===== src/rtl/cp0_unit.sv =====
// CP0 register file plus commit-time exception, interrupt and ERET resolution.
// Optional feature macro: CP0_TIMER_EN adds the Count/Compare timer and Cause.TI.
module cp0_unit #(
    parameter int unsigned EXT_INT_NUM = 6,
    parameter int unsigned SYNC_STAGES = 2,
    parameter int unsigned COUNT_DIV   = 2,
    parameter logic [31:0] EXC_VECTOR  = 32'hbfc00380
) (
    input  logic                   clk,
    input  logic                   resetn,
    input  logic [EXT_INT_NUM-1:0] ext_int,
    input  logic                   commit_valid,
    input  logic                   commit_ex,
    input  logic [4:0]             commit_exccode,
    input  logic                   commit_bd,
    input  logic [31:0]            commit_pc,
    input  logic [31:0]            commit_badvaddr,
    input  logic                   commit_eret,
    input  logic                   mtc0_we,
    input  logic [7:0]             mtc0_addr,
    input  logic [31:0]            mtc0_wdata,
    input  logic [7:0]             mfc0_addr,
    output logic [31:0]            mfc0_rdata,
    output logic                   int_pending,
    output logic                   flush,
    output logic [31:0]            flush_pc
);
    localparam logic [7:0] AddrBadVAddr = 8'h40;
    localparam logic [7:0] AddrCount    = 8'h48;
    localparam logic [7:0] AddrCompare  = 8'h58;
    localparam logic [7:0] AddrStatus   = 8'h60;
    localparam logic [7:0] AddrCause    = 8'h68;
    localparam logic [7:0] AddrEpc      = 8'h70;
    localparam int unsigned SyncW = SYNC_STAGES * EXT_INT_NUM;

    logic [31:0]      badvaddr_q, badvaddr_d;
    logic [31:0]      epc_q, epc_d;
    logic [7:0]       im_q, im_d;
    logic             exl_q, exl_d;
    logic             ie_q, ie_d;
    logic             bd_q, bd_d;
    logic [4:0]       exccode_q, exccode_d;
    logic [1:0]       ip_sw_q, ip_sw_d;
    logic [5:0]       ip_hw_q, ip_hw_d;
    logic [SyncW-1:0] sync_q;

    logic             ti;
    logic [31:0]      count_rd, compare_rd;
    logic [7:0]       ip;
    logic [31:0]      status_rd, cause_rd;
    logic             take_int, take_ex, do_eret, mtc0_ok;
    logic [4:0]       exc_code;

    // Cause.IP[7] is shared between ext_int[5] and the timer.
    assign ip          = {ip_hw_q[5] | ti, ip_hw_q[4:0], ip_sw_q};
    assign int_pending = (|(ip & im_q)) & ie_q & ~exl_q;

    assign take_int = commit_valid & int_pending;
    assign take_ex  = commit_valid & (commit_ex | take_int);
    assign exc_code = take_int ? 5'h00 : commit_exccode;
    assign do_eret  = commit_valid & commit_eret & ~take_ex;
    assign mtc0_ok  = commit_valid & mtc0_we & ~take_ex;
    assign flush    = take_ex | do_eret;
    assign flush_pc = do_eret ? epc_q : EXC_VECTOR;

    assign status_rd = {9'd0, 1'b1, 6'd0, im_q, 6'd0, exl_q, ie_q};
    assign cause_rd  = {bd_q, ti, 14'd0, ip, 1'b0, exccode_q, 2'b00};

    always_comb begin
        mfc0_rdata = 32'd0;
        case (mfc0_addr)
            AddrBadVAddr: mfc0_rdata = badvaddr_q;
            AddrCount:    mfc0_rdata = count_rd;
            AddrCompare:  mfc0_rdata = compare_rd;
            AddrStatus:   mfc0_rdata = status_rd;
            AddrCause:    mfc0_rdata = cause_rd;
            AddrEpc:      mfc0_rdata = epc_q;
            default:      mfc0_rdata = 32'd0;
        endcase
    end

    // Sync chain is a flat shift register; the oldest stage feeds Cause.IP.
    always_comb begin
        ip_hw_d = 6'd0;
        ip_hw_d[EXT_INT_NUM-1:0] = sync_q[SyncW-1 -: EXT_INT_NUM];
    end

    always_comb begin
        badvaddr_d = badvaddr_q;
        epc_d      = epc_q;
        im_d       = im_q;
        exl_d      = exl_q;
        ie_d       = ie_q;
        bd_d       = bd_q;
        exccode_d  = exccode_q;
        ip_sw_d    = ip_sw_q;
        if (take_ex) begin
            exl_d     = 1'b1;
            exccode_d = exc_code;
            if (!exl_q) begin
                epc_d = commit_bd ? commit_pc - 32'd4 : commit_pc;
                bd_d  = commit_bd;
            end
            if (exc_code == 5'h04 || exc_code == 5'h05) begin
                badvaddr_d = commit_badvaddr;
            end
        end else if (mtc0_ok) begin
            case (mtc0_addr)
                AddrStatus: begin
                    im_d  = mtc0_wdata[15:8];
                    exl_d = mtc0_wdata[1];
                    ie_d  = mtc0_wdata[0];
                end
                AddrCause: ip_sw_d = mtc0_wdata[9:8];
                AddrEpc:   epc_d   = mtc0_wdata;
                default:   ;
            endcase
        end
        if (do_eret) begin
            exl_d = 1'b0;
        end
    end

    always_ff @(posedge clk or negedge resetn) begin
        if (!resetn) begin
            badvaddr_q <= 32'd0;
            epc_q      <= 32'd0;
            im_q       <= 8'd0;
            exl_q      <= 1'b0;
            ie_q       <= 1'b0;
            bd_q       <= 1'b0;
            exccode_q  <= 5'd0;
            ip_sw_q    <= 2'd0;
            ip_hw_q    <= 6'd0;
            sync_q     <= '0;
        end else begin
            badvaddr_q <= badvaddr_d;
            epc_q      <= epc_d;
            im_q       <= im_d;
            exl_q      <= exl_d;
            ie_q       <= ie_d;
            bd_q       <= bd_d;
            exccode_q  <= exccode_d;
            ip_sw_q    <= ip_sw_d;
            ip_hw_q    <= ip_hw_d;
            sync_q     <= SyncW'({sync_q, ext_int});
        end
    end

`ifdef CP0_TIMER_EN
    localparam int unsigned DivW = (COUNT_DIV > 1) ? $clog2(COUNT_DIV) : 1;
    localparam logic [DivW-1:0] DivMax = DivW'(COUNT_DIV - 1);

    logic [31:0]     count_q, count_d, compare_q, compare_d;
    logic [DivW-1:0] div_q, div_d;
    logic            ti_q, ti_d;
    logic            count_wr, compare_wr, count_tick;

    assign count_wr   = mtc0_ok && (mtc0_addr == AddrCount);
    assign compare_wr = mtc0_ok && (mtc0_addr == AddrCompare);
    assign count_tick = !count_wr && (div_q == DivMax);

    always_comb begin
        count_d   = count_q;
        compare_d = compare_q;
        div_d     = div_q;
        ti_d      = ti_q;
        if (count_wr) begin
            count_d = mtc0_wdata;
            div_d   = '0;
        end else if (count_tick) begin
            count_d = count_q + 32'd1;
            div_d   = '0;
        end else begin
            div_d = div_q + 1'b1;
        end
        if (count_tick && (count_d == compare_q)) begin
            ti_d = 1'b1;
        end
        // A Compare write clears TI even if a match happens in the same cycle.
        if (compare_wr) begin
            compare_d = mtc0_wdata;
            ti_d      = 1'b0;
        end
    end

    always_ff @(posedge clk or negedge resetn) begin
        if (!resetn) begin
            count_q   <= 32'd0;
            compare_q <= 32'd0;
            div_q     <= '0;
            ti_q      <= 1'b0;
        end else begin
            count_q   <= count_d;
            compare_q <= compare_d;
            div_q     <= div_d;
            ti_q      <= ti_d;
        end
    end

    assign ti         = ti_q;
    assign count_rd   = count_q;
    assign compare_rd = compare_q;
`else
    assign ti         = 1'b0;
    assign count_rd   = 32'd0;
    assign compare_rd = 32'd0;
`endif

endmodule


===== config.mk =====
export PLATFORM = sky130hd
export DESIGN_NAME = cp0_unit
export DESIGN_NICKNAME = d
export VERILOG_FILES = /design/src/rtl/cp0_unit.sv
export SDC_FILE = /design/constraint.sdc
export NUM_CORES = 1
export LEC_CHECK = 0
export ABC_CLOCK_PERIOD_IN_PS = 5900
export CORE_ASPECT_RATIO = 1.5
export CORE_MARGIN = 2
export CORE_UTILIZATION = 35
export DETAILED_ROUTE_END_ITERATION = 8
export PLACE_DENSITY = 0.65
export SYNTH_ARGS = -nofsm -noshare
export SYNTH_HDL_FRONTEND = slang
export SYNTH_SLANG_ARGS = --single-unit

===== constraint.sdc =====
create_clock -name clk -period 5.9 [get_ports clk]
set_input_delay 1.18 -clock clk [delete_from_list [all_inputs] [get_ports clk]]
set_output_delay 1.18 -clock clk [all_outputs]
set_load 0.03 [all_outputs]

==> impl_metrics.tcl <==
set metrics [dict create \
    synthArstFlopShare_pct 100 \
    area_delta_synth_final_pct 45.6 \
    start_util_pct 35.8 \
    numCtsBuffers 9 \
    wl_per_cell_um 19.3 \
    drc 0 \
    avgSynthCellArea_sq_um 10.3 \
    diodes 0 \
    ys_top_cells_by_count "dfrtp_1, mux2_2, nand2_1" \
    htreeDepth 3 \
    finClkSkew_ns 0.00741 \
    die_w_um 105 \
    wl_um 17400 \
    cp-end-kind "primary output" \
    slew_headroom_pct 42.3 \
    drive_gt1_share_pct 12.1 \
    portBuffers 195 \
    worst_pin_slew_ns 0.865 \
    fmax_mhz 193 \
    gp_congestion 0.867 \
    fillCellCount 1396 \
    startpoint "mfc0_addr[1]" \
    hold_viol 0 \
    synth_top_cells_by_area "dfrtp_1, mux2_2, mux2i_1" \
    nets 830 \
    cts_root_buf "clkbuf_16" \
    p_leak_nw 3.19 \
    hpwlAfterDp_um 13700 \
    core_sq_mm 0.0151 \
    synth_seq_cells 100 \
    final_antenna_net_count 0 \
    p_total_mw 1.81 \
    synth_top_area_share_pct 46.4 \
    synth_top_area_cell "dfrtp_1" \
    grt_pass1_vias 5079 \
    worstPathArrival_ns 4.01 \
    max_stage_delay_ns 0.66 \
    rows 55 \
    via_per_inst 5.28 \
    slew_viol_final 0 \
    fp.dieH_um 156 \
    power_density_mw_per_mm2 231 \
    cts_max_path_buffers 2 \
    crit_type "input pin to primary output" \
    cts_resized 0 \
    cts_tree "yes" \
    cp-start-kind "input pin" \
    crit_path_frequent_cell "clkdlybuf4s50_1" \
    antenna_found_initial 0 \
    vias 4771 \
    synth_area_sq_mm 0.00539 \
    ys_warn_count 0 \
    track_usage_pct 21.8 \
    path_max_fanout 16 \
    outcome "finished, final reports clean" \
    drtPass1Iterations 6 \
    drv_cap 0 \
    cts_setup_buffers 0 \
    hold_buffers 0 \
    clk_latency_ns 0.34 \
    clkSlewWorstSetupHoldPaths_ns 0.07 \
    finalSetupViolations 0 \
    cts_sinks 100 \
    crit_slowest_cell "clkdlybuf4s50_1" \
    min-delay-path-class "flop to flop" \
    synth-edff-count 0 \
    grt_pass1_wl_um 27600 \
    synth_ff_type "dfrtp_1" \
    finalCriticalPeriod_ns 5.19 \
    fin_setup_tns_ns 0 \
    critical-path-top-delay-family "buffers and inverters" \
    grt_max_degree 68 \
    netlist_instances 521 \
    hold_start "sync_q[6]" \
    fin_crit_sh_pct 88.0 \
    cp.buffers_inverters 4 \
    r2r-start "im_q[5]" \
    die_area_sq_mm 0.0164 \
    synth_cell_type_count 51 \
    dr.first_iter.drc_count 279 \
    yosys.cell_count.top_type "dfrtp_1" \
    worstPathCellList "clkdlybuf4s50_1, nor4_1, nand3b_1, nor2_2, buf_4, a222oi_1, inv_1, clkdlybuf4s50_1" \
    grt_overflow 0 \
    io_pins 196 \
    irDropWorstVdd_mv 0.149 \
    rsz0062_at_grt "false" \
    synth_nets 652 \
    yosysSeqAreaShare_pct 46.4 \
    worstPathRequired_ns 4.72 \
]
final cells by class:
class	instances	area, sq um	area share, %
Tap cell	199	249	3.17
Multi-Input combinational cell	372	2730	34.8
Clock buffer	9	225	2.87
Timing Repair Buffer	205	2020	25.8
Sequential cell	100	2500	31.9
Inverter	11	41.3	0.526
Clock inverter	7	75.1	0.957
layout by cell type (no fill, tap or decap), types with 15 or more instances in the layout:
cell,n
nor2_1,24
dfrtp_1,100
o21ai_0,35
nor3_1,20
clkdlybuf4s50_1,194
mux2i_1,27
mux2_2,43
nand2_1,40
a22o_1,20
and2_1,21
nor4_1,15
sequential cells by signal, indices dropped and copies added, names as in the netlist:
register and flops:
badvaddr_q 32, bd_q 1, epc_q 32, exccode_q 5, exl_q 1, ie_q 1
im_q 8, ip_hw_q 6, ip_sw_q 2, sync_q 12
path summary, 6_finish.rpt:
kind	end	slack, ns	depth (start not counted)
setup / recovery	mfc0_rdata[31]	0.71	8
hold / removal	ip_hw_q[0]	0.35	0
setup reg to reg	badvaddr_q[20]	3.31	7
hold reg to reg	ip_hw_q[0]	0.35	0
max in group asynchronous	epc_q[20]	3.92	2
min in group asynchronous	badvaddr_q[11]	0.76	1
power breakdown:
part | internal, mW | leakage, nW | switching [mW] | total [mW]
logic | 0.194 | 1.81 | 0.158 | 0.352
clock network | 0.301 | 0.145 | 0.287 | 0.588
registers | 0.792 | 1.24 | 0.0792 | 0.871
total | 1.29 | 3.19 | 0.525 | 1.81
routing by layer:
| metal | global-route usage (%) | vias up | wire (um) |
|---|---|---|---|
| met3 | 3.38 | 33 | 871 |
| met5 | 0 | - | 0 |
| met4 | 10.4 | 0 | 655 |
| met1 | 24.9 | 2294 | 6760 |
| met2 | 39.2 | 170 | 9160 |
| li1 | - | 2274 | - |
through the flow:
stage	hold slack [ns]	instance area [sq um]	utilization [%]	cells	setup WS [ns]
6_report	0.351	7840	52.0	903	0.705
5_1_grt	0.364	7840	52.0	903	0.411
4_1_cts	0.353	7840	52.0	903	0.681
3_5_place_dp	0.335	7540	50.1	887	0.685
3_3_place_gp	0.333	7540	50.1	887	0.764
2_1_floorplan	0.331	5390	-	521	1.88
kinds of logic after synthesis:
group	count (synthesis)	share of synthesized area, %
compound gates	111	14.9
flops	100	46.4
mux	70	14.0
buf+inv	49	3.62
xor+xnor	18	2.93
fa+ha+maj	1	0.232
simple gates	172	17.9
Note: power is estimated with default switching activity, not from simulation.
